==> src/rtl/vga_framebuffer_arbiter_if.sv <==
// ---------------------------------------------------------------------------
// vga_framebuffer_arbiter_if
// Purpose : bundles the drawing-engine write handshake and the single-port
//           frame RAM bus used by vga_framebuffer_arbiter.
// Signals :
//   wr_req / wr_addr / wr_data / wr_ready  write handshake (transfer on req && ready)
//   mem_en / mem_we / mem_addr / mem_wdata frame RAM command, driven by the arbiter
//   mem_rdata                              RAM read data, valid 1 clk after a read
// Modports:
//   slave  - the arbiter side
//   master - the drawing engine plus RAM side (stimulus / memory model)
// ---------------------------------------------------------------------------
interface vga_framebuffer_arbiter_if #(
  parameter int ADDR_W = 15
);
  logic              wr_req;
  logic [ADDR_W-1:0] wr_addr;
  logic [11:0]       wr_data;
  logic              wr_ready;

  logic              mem_en;
  logic              mem_we;
  logic [ADDR_W-1:0] mem_addr;
  logic [11:0]       mem_wdata;
  logic [11:0]       mem_rdata;

  modport master (
    output wr_req, wr_addr, wr_data, mem_rdata,
    input  wr_ready, mem_en, mem_we, mem_addr, mem_wdata
  );

  modport slave (
    input  wr_req, wr_addr, wr_data, mem_rdata,
    output wr_ready, mem_en, mem_we, mem_addr, mem_wdata
  );
endinterface

==> src/rtl/vga_framebuffer_arbiter.sv <==
// ---------------------------------------------------------------------------
// vga_framebuffer_arbiter
// Purpose : shares one single-port frame RAM between the VGA readout and a
//           drawing engine. Every pixel lasts 4 clk (phase 0..3). Phase 0
//           reads the RAM while the display is active; all other slots drain
//           a small write FIFO fed by a req/ready handshake.
// Ports   :
//   clk, rstn      clock (4x pixel rate), asynchronous active-low reset
//   XCoord,YCoord  current VGA counters
//   bus (slave)    write handshake + RAM command/read-data bus
//   pixel_color    registered color to the VGA output stage
//   frame_start    1-clk pulse during phase 0 of pixel (0,0)
//   wr_err         sticky flag, set when an out-of-range write is dropped
// Timing  : the slot schedule is defined at the registered mem_* outputs, so
//           the slot decision for phase p is made while phase_q == p-1. Read
//           data returns during phase 1 and is captured into pixel_color at
//           the end of phase 1.
// ---------------------------------------------------------------------------
module vga_framebuffer_arbiter #(
  parameter int          FB_W       = 160,
  parameter int          FB_H       = 120,
  parameter int          SCALE_SH   = 2,
  parameter int          ADDR_W     = 15,
  parameter int          FIFO_DEPTH = 4,
  parameter logic [11:0] BG_COLOR   = 12'h000
) (
  input  logic                       clk,
  input  logic                       rstn,
  input  logic [9:0]                 XCoord,
  input  logic [9:0]                 YCoord,
  vga_framebuffer_arbiter_if.slave   bus,
  output logic [11:0]                pixel_color,
  output logic                       frame_start,
  output logic                       wr_err
);

  localparam int PTR_W   = $clog2(FIFO_DEPTH);
  localparam int CNT_W   = PTR_W + 1;
  localparam int ENTRY_W = ADDR_W + 12;

  // State
  logic [1:0]        phase_q,       phase_d;
  logic [CNT_W-1:0]  count_q,       count_d;
  logic [PTR_W-1:0]  rd_ptr_q,      rd_ptr_d;
  logic [PTR_W-1:0]  wr_ptr_q,      wr_ptr_d;
  logic              mem_en_q,      mem_en_d;
  logic              mem_we_q,      mem_we_d;
  logic [ADDR_W-1:0] mem_addr_q,    mem_addr_d;
  logic [11:0]       mem_wdata_q,   mem_wdata_d;
  logic [11:0]       pixel_color_q, pixel_color_d;
  logic              frame_start_q, frame_start_d;
  logic              wr_err_q,      wr_err_d;
  logic              rd_valid_q,    rd_valid_d;

  // FIFO storage: entries are {addr, data}; no reset needed since the
  // pointers and count define which entries are live.
  logic [ENTRY_W-1:0] fifo_mem [FIFO_DEPTH];

  // Combinational helpers
  logic              active;
  logic [9:0]        x_ram;
  logic [9:0]        y_ram;
  logic [ADDR_W-1:0] rd_addr;
  logic              read_slot_next;
  logic              fifo_full;
  logic              fifo_empty;
  logic              push;
  logic              pop;
  logic [ENTRY_W-1:0] head;
  logic [ADDR_W-1:0] head_addr;
  logic [11:0]       head_data;
  logic              head_in_range;

  always_comb begin
    active     = (XCoord < 10'd640) && (YCoord < 10'd480);
    x_ram      = XCoord >> SCALE_SH;
    y_ram      = YCoord >> SCALE_SH;
    rd_addr    = ADDR_W'(y_ram) * ADDR_W'(FB_W) + ADDR_W'(x_ram);

    // The upcoming phase-0 slot belongs to the readout when the display is
    // active; its registered command becomes visible during phase 0.
    read_slot_next = (phase_q == 2'd3) && active;

    fifo_full  = (count_q == CNT_W'(FIFO_DEPTH));
    fifo_empty = (count_q == '0);
    push       = bus.wr_req && !fifo_full;
    // Popping uses the registered count, so a word pushed into an empty FIFO
    // is only eligible one clock later.
    pop        = !fifo_empty && !read_slot_next;

    head          = fifo_mem[rd_ptr_q];
    head_addr     = head[ENTRY_W-1:12];
    head_data     = head[11:0];
    head_in_range = 32'(head_addr) < 32'(FB_W * FB_H);
  end

  always_comb begin
    phase_d       = phase_q + 2'd1;
    count_d       = count_q + CNT_W'(push) - CNT_W'(pop);
    rd_ptr_d      = pop  ? rd_ptr_q + PTR_W'(1) : rd_ptr_q;
    wr_ptr_d      = push ? wr_ptr_q + PTR_W'(1) : wr_ptr_q;
    mem_en_d      = 1'b0;
    mem_we_d      = 1'b0;
    mem_addr_d    = '0;
    mem_wdata_d   = '0;
    wr_err_d      = wr_err_q;
    frame_start_d = (phase_q == 2'd3) && (XCoord == 10'd0) && (YCoord == 10'd0);
    rd_valid_d    = mem_en_q && !mem_we_q;
    pixel_color_d = pixel_color_q;

    if (read_slot_next) begin
      mem_en_d   = 1'b1;
      mem_addr_d = rd_addr;
    end else if (pop) begin
      if (head_in_range) begin
        mem_en_d    = 1'b1;
        mem_we_d    = 1'b1;
        mem_addr_d  = head_addr;
        mem_wdata_d = head_data;
      end else begin
        // Out-of-range word is consumed without touching the RAM.
        wr_err_d = 1'b1;
      end
    end

    // rd_valid_q marks that the phase-0 slot just finished was a read, so
    // mem_rdata currently holds this pixel's color.
    if (phase_q == 2'd1) begin
      pixel_color_d = rd_valid_q ? bus.mem_rdata : BG_COLOR;
    end
  end

  always_ff @(posedge clk or negedge rstn) begin
    if (!rstn) begin
      phase_q       <= '0;
      count_q       <= '0;
      rd_ptr_q      <= '0;
      wr_ptr_q      <= '0;
      mem_en_q      <= 1'b0;
      mem_we_q      <= 1'b0;
      mem_addr_q    <= '0;
      mem_wdata_q   <= '0;
      pixel_color_q <= '0;
      frame_start_q <= 1'b0;
      wr_err_q      <= 1'b0;
      rd_valid_q    <= 1'b0;
    end else begin
      phase_q       <= phase_d;
      count_q       <= count_d;
      rd_ptr_q      <= rd_ptr_d;
      wr_ptr_q      <= wr_ptr_d;
      mem_en_q      <= mem_en_d;
      mem_we_q      <= mem_we_d;
      mem_addr_q    <= mem_addr_d;
      mem_wdata_q   <= mem_wdata_d;
      pixel_color_q <= pixel_color_d;
      frame_start_q <= frame_start_d;
      wr_err_q      <= wr_err_d;
      rd_valid_q    <= rd_valid_d;
    end
  end

  always_ff @(posedge clk) begin
    if (push) begin
      fifo_mem[wr_ptr_q] <= {bus.wr_addr, bus.wr_data};
    end
  end

  assign bus.wr_ready  = !fifo_full;
  assign bus.mem_en    = mem_en_q;
  assign bus.mem_we    = mem_we_q;
  assign bus.mem_addr  = mem_addr_q;
  assign bus.mem_wdata = mem_wdata_q;
  assign pixel_color   = pixel_color_q;
  assign frame_start   = frame_start_q;
  assign wr_err        = wr_err_q;

endmodule

==> src/flat_wrapper.sv <==
// flat-port wrapper written by rule: the top's interface ports become plain ports
module vga_framebuffer_arbiter_flat 
#(
  parameter int          FB_W       = 160,
  parameter int          FB_H       = 120,
  parameter int          SCALE_SH   = 2,
  parameter int          ADDR_W     = 15,
  parameter int          FIFO_DEPTH = 4,
  parameter logic [11:0] BG_COLOR   = 12'h000
)
  (clk, rstn, XCoord, YCoord, pixel_color, frame_start, wr_err, bus_wr_req, bus_wr_addr, bus_wr_data, bus_mem_rdata, bus_wr_ready, bus_mem_en, bus_mem_we, bus_mem_addr, bus_mem_wdata);
  vga_framebuffer_arbiter_if #(.ADDR_W(ADDR_W)) bus_i ();
  input  logic clk;
  input  logic rstn;
  input  logic [9:0] XCoord;
  input  logic [9:0] YCoord;
  output logic [11:0] pixel_color;
  output logic frame_start;
  output logic wr_err;
  input wire logic [$bits(bus_i.wr_req)-1:0] bus_wr_req;
  input wire logic [$bits(bus_i.wr_addr)-1:0] bus_wr_addr;
  input wire logic [$bits(bus_i.wr_data)-1:0] bus_wr_data;
  input wire logic [$bits(bus_i.mem_rdata)-1:0] bus_mem_rdata;
  output wire logic [$bits(bus_i.wr_ready)-1:0] bus_wr_ready;
  output wire logic [$bits(bus_i.mem_en)-1:0] bus_mem_en;
  output wire logic [$bits(bus_i.mem_we)-1:0] bus_mem_we;
  output wire logic [$bits(bus_i.mem_addr)-1:0] bus_mem_addr;
  output wire logic [$bits(bus_i.mem_wdata)-1:0] bus_mem_wdata;
  assign bus_i.wr_req = bus_wr_req;
  assign bus_i.wr_addr = bus_wr_addr;
  assign bus_i.wr_data = bus_wr_data;
  assign bus_i.mem_rdata = bus_mem_rdata;
  assign bus_wr_ready = bus_i.wr_ready;
  assign bus_mem_en = bus_i.mem_en;
  assign bus_mem_we = bus_i.mem_we;
  assign bus_mem_addr = bus_i.mem_addr;
  assign bus_mem_wdata = bus_i.mem_wdata;
  vga_framebuffer_arbiter #(.FB_W(FB_W), .FB_H(FB_H), .SCALE_SH(SCALE_SH), .ADDR_W(ADDR_W), .FIFO_DEPTH(FIFO_DEPTH), .BG_COLOR(BG_COLOR)) u_core (.clk(clk), .rstn(rstn), .XCoord(XCoord), .YCoord(YCoord), .bus(bus_i), .pixel_color(pixel_color), .frame_start(frame_start), .wr_err(wr_err));
endmodule
==> config.mk <==
export PLATFORM = sky130hd
export DESIGN_NAME = vga_framebuffer_arbiter_flat
export DESIGN_NICKNAME = d
export VERILOG_FILES = /design/src/rtl/vga_framebuffer_arbiter_if.sv /design/src/rtl/vga_framebuffer_arbiter.sv /design/src/flat_wrapper.sv
export SDC_FILE = /design/constraint.sdc
export NUM_CORES = 1
export LEC_CHECK = 0
export BUFFER_PORTS_ARGS = -buffer_cell sky130_fd_sc_hd__buf_2
export CORE_UTILIZATION = 44
export DETAILED_ROUTE_END_ITERATION = 8
export PLACE_DENSITY = 0.62
export SKIP_LAST_GASP = 1
export SLEW_MARGIN = 0
export SYNTH_ARGS = -nofsm -noshare
export SYNTH_HDL_FRONTEND = slang
export SYNTH_SLANG_ARGS = --single-unit
==> constraint.sdc <==
create_clock -name clk -period 3.95 [get_ports clk]
set_clock_uncertainty 0.15 [all_clocks]
set_input_delay 0.395 -clock clk [delete_from_list [all_inputs] [get_ports clk]]
set_output_delay 0.395 -clock clk [all_outputs]
set_load 0.005 [all_outputs]
==> flow_metrics.py <==
metrics = {
    "setup_path": {
        "worstPathCellList": "ha_1 > nor2b_1 > and3_1 > buf_4 > or2_2 > inv_1 > buf_4 > ha_1 > inv_1 > ha_1 > fa_1 > xor2_1 > xnor2_1",
        "worstPathRequired_ns": 4.10,
        "critPathLaunch": "u_core.phase_q[0]$_DFF_PN0_",
        "critPathMaxStageDelay_ns": 0.39,
        "cp_slowest_cell": "dfrtp_1",
        "worstPathArrival_ns": 3.14,
        "crit_top_cell": "ha_1",
        "worst-path-max-fanout": 16,
        "crit_type": "flop to flop",
        "start_kind": "flop",
        "r2r_start": "u_core.phase_q[0]$_DFF_PN0_",
        "endpoint_kind": "flop",
    },
    "cts": {
        "clk_pin_slew_worst_paths_ns": 0.06,
        "cts_tree": "done",
        "post_cts_resized": 0,
        "ctsHoldBuffers": 1,
        "htree_num_levels": 4,
        "numCtsBuffers": 17,
        "post_cts_buffers": 0,
        "cts_root_buffer": "clkbuf_16",
        "clock_latency_ns": 0.42,
        "cts_sinks": 161,
        "clk_path_buf_depth": 2,
    },
    "floorplan": {
        "ios": 106,
        "die_h_um": 124,
        "coreArea_um2": 14600,
        "std_cell_rows": 44,
        "die_area_um2": 15500,
        "die_x_um": 124,
        "start_util_pct": 45.1,
    },
    "logic_synthesis": {
        "ys_seq_area_share_pct": 69.4,
        "syn_area_um2": 6580,
        "ys.flop_type": "edfxtp_1",
        "syn-instance-count": 393,
        "synth-seq-cells": 161,
        "async_flop_share_pct": 32.9,
        "synth_cell_type_count": 50,
        "synth.avg_cell_area_um2": 16.8,
        "synth_nets": 481,
        "synth_edf_count": 108,
        "yosys_warnings": 0,
    },
    "global_routing": {
        "gr-total-overflow": 0,
        "antenna_found_initial": 3,
        "grt_util_all_layers_pct": 17.8,
        "grt_max_degree": 38,
        "grt_pass1_wl_mm": 20.8,
        "grt_pass1_vias": 3908,
    },
    "timing": {
        "hold_viol_final": 0,
        "period_share_pct": 75.7,
        "finalMaxSlewViolations": 0,
        "worst_pin_slew_ns": 0.865,
        "timing.setup.tns_ns": 0,
        "max_freq_mhz": 334,
        "period_minus_slack_ns": 2.99,
        "rsz0062_at_grt": "false",
        "setup_viol": 0,
        "max_slew_margin_pct": 42.3,
    },
    "power": {
        "ir_worst_vdd_mv": 0.448,
        "switching_power_uw": 1630,
        "power_frac_clock_pct": 27.5,
        "swShare_pct": 29.5,
        "p_leak_uw": 0.00322,
        "p_int_uw": 3910,
        "power_per_cell_area_nw_per_um2": 702,
        "p_seq_share_pct": 44.5,
        "comb_power_share_pct": 28.1,
    },
    "placed_design": {
        "place_inst": 676,
        "place.gp.congestion": 0.797,
        "dp_hpwl_mm": 8.70,
        "numPortBuffers": 105,
    },
    "detailed_routing": {
        "firstDrtPassIters": 4,
        "wl_per_cell_um": 18.1,
        "drt-total-wl_mm": 12.8,
        "via_count": 3749,
        "drtIter0Drc": 198,
        "drc": 0,
        "ant_nets": 0,
        "route.detailed.vias_per_inst": 5.28,
    },
    "finish": {
        "drive_above_1_share_pct": 33.2,
        "fillers": 1161,
        "multiInputGateArea_um2": 1830,
        "num-nets-final": 600,
        "ff_latch_area_um2": 4570,
        "fin_cells": 710,
        "area_growth_pct": 19.9,
    },
    "hold_path": {
        "hp-class": "input pin to flop",
        "min_from": "bus_wr_data[3]",
    },
    "run_status": {
        "outcome": "complete, no violations",
    },
    "run": {
        "cap_violations": 0,
    },
}
## cell type report
cell class / instances / area share [%]
Timing Repair Buffer: 113 / 7.45
Inverter: 31 / 1.49
Sequential cell: 161 / 57.9
Tap cell: 184 / 2.92
Clock inverter: 8 / 1.01
Clock buffer: 23 / 5.93
Antenna cell: 2 / 0.0634
Multi-Input combinational cell: 188 / 23.2
## sequential cells by signal (all words and copies together) (netlist names), 2 cells and up
signal and cells:
u_core.fifo_mem 108, u_core.bus.mem_addr 15, u_core.bus.mem_wdata 12, u_core.pixel_color 12
u_core.count_q 3, u_core.phase_q 2, u_core.rd_ptr_q 2, u_core.wr_ptr_q 2
## logic make-up after synthesis
group                    Yosys count  share of synthesized area (%)
flip-flops                       161                           69.4
buffers and inverters             44                           2.81
multiplexers                      29                           9.37
AND/OR/NAND/NOR                   75                           6.40
XOR/XNOR                          14                           1.86
AO/OA/AOI/OAI                     44                           4.87
adder cells (fa/ha/maj)           26                           5.28
## placed cells by master (no fill, tap or decap), types with 4 or more instances in the layout
cell,count
a22o_1,12
and3_1,15
buf_2,105
buf_4,7
clkbuf_1,4
clkbuf_16,17
dfrtp_1,52
edfxtp_1,108
ha_1,23
inv_1,30
mux4_2,26
nand2_1,7
nand3_1,15
nor2_1,8
nor2b_1,6
nor4_1,4
o21ai_0,16
xnor2_1,11
## power by group through the flow
stage / Clock, uW / Sequential (uW) / Combinational (uW)
floorplan: 0 / 2410 / 1120
global placement: 0 / 2490 / 1560
detailed placement: 0 / 2500 / 1590
CTS: 1560 / 2470 / 1590
global route: 1630 / 2510 / 1730
finish: 1520 / 2460 / 1560
## path summary, 6_finish.rpt
check	endpoint	slack, ns	cells past startpoint
worst max register to register	u_core.count_q[2]$_DFF_PN0_	0.96	13
worst min-delay path	u_core.fifo_mem[1][3]$_DFFE_PP_	0.04	1
worst max-delay path	u_core.count_q[2]$_DFF_PN0_	0.96	13
max in group asynchronous	u_core.rd_ptr_q[0]$_DFFE_PN0P_	2.36	3
min in group asynchronous	u_core.bus.mem_addr[14]$_DFF_PN0_	0.48	2
worst min register to register	u_core.rd_valid_q$_DFF_PN0_	0.27	1
## synthesized netlist by cell type (4+ instances only)
cell type,count,area share (%)
a22o_1,12,1.6
ha_1,23,4.4
nand2_1,7,0.40
nor4_1,4,0.38
edfxtp_1,108,49
clkbuf_1,7,0.40
and3_1,17,1.6
dfrtp_1,53,20
nand3_1,15,1.1
nor2_1,8,0.46
nor2b_1,6,0.57
inv_1,30,1.7
mux4_2,26,8.9
o21ai_0,16,1.2
xnor2_1,11,1.5
## metrics by stage
step | hold slack (ns) | worst slack [ns] | cell area [um^2] | power (uW) | utilization [%]
after floorplan | -0.0506 | 1.12 | 6580 | 3530 | -
after global placement | 0.262 | 0.992 | 7330 | 4050 | 50.2
after detailed placement | 0.261 | 0.972 | 7330 | 4090 | 50.2
after CTS | 0.0202 | 0.958 | 7890 | 5630 | 54.1
after global routing | 0.0251 | 0.760 | 7890 | 5870 | 54.1
final | 0.0387 | 0.959 | 7890 | 5540 | 54.1
## worst max-delay path: cells and delay by family, from the launching register on
kind / cells / cell delay, ns
XOR/XNOR: 2 / 0.31
adder cells (fa/ha/maj): 4 / 0.90
flip-flops: 1 / 0.39
buffers and inverters: 4 / 0.49
AND/OR/NAND/NOR: 3 / 0.62
## routing by layer
metal,vias up,wire (um),GRT usage (%)
met5,-,13,0
met4,2,127,4.68
met3,15,804,6.27
met2,117,5930,27.7
met1,1878,5950,23.9
li1,1737,-,-
(Power assumes the default switching activity.)
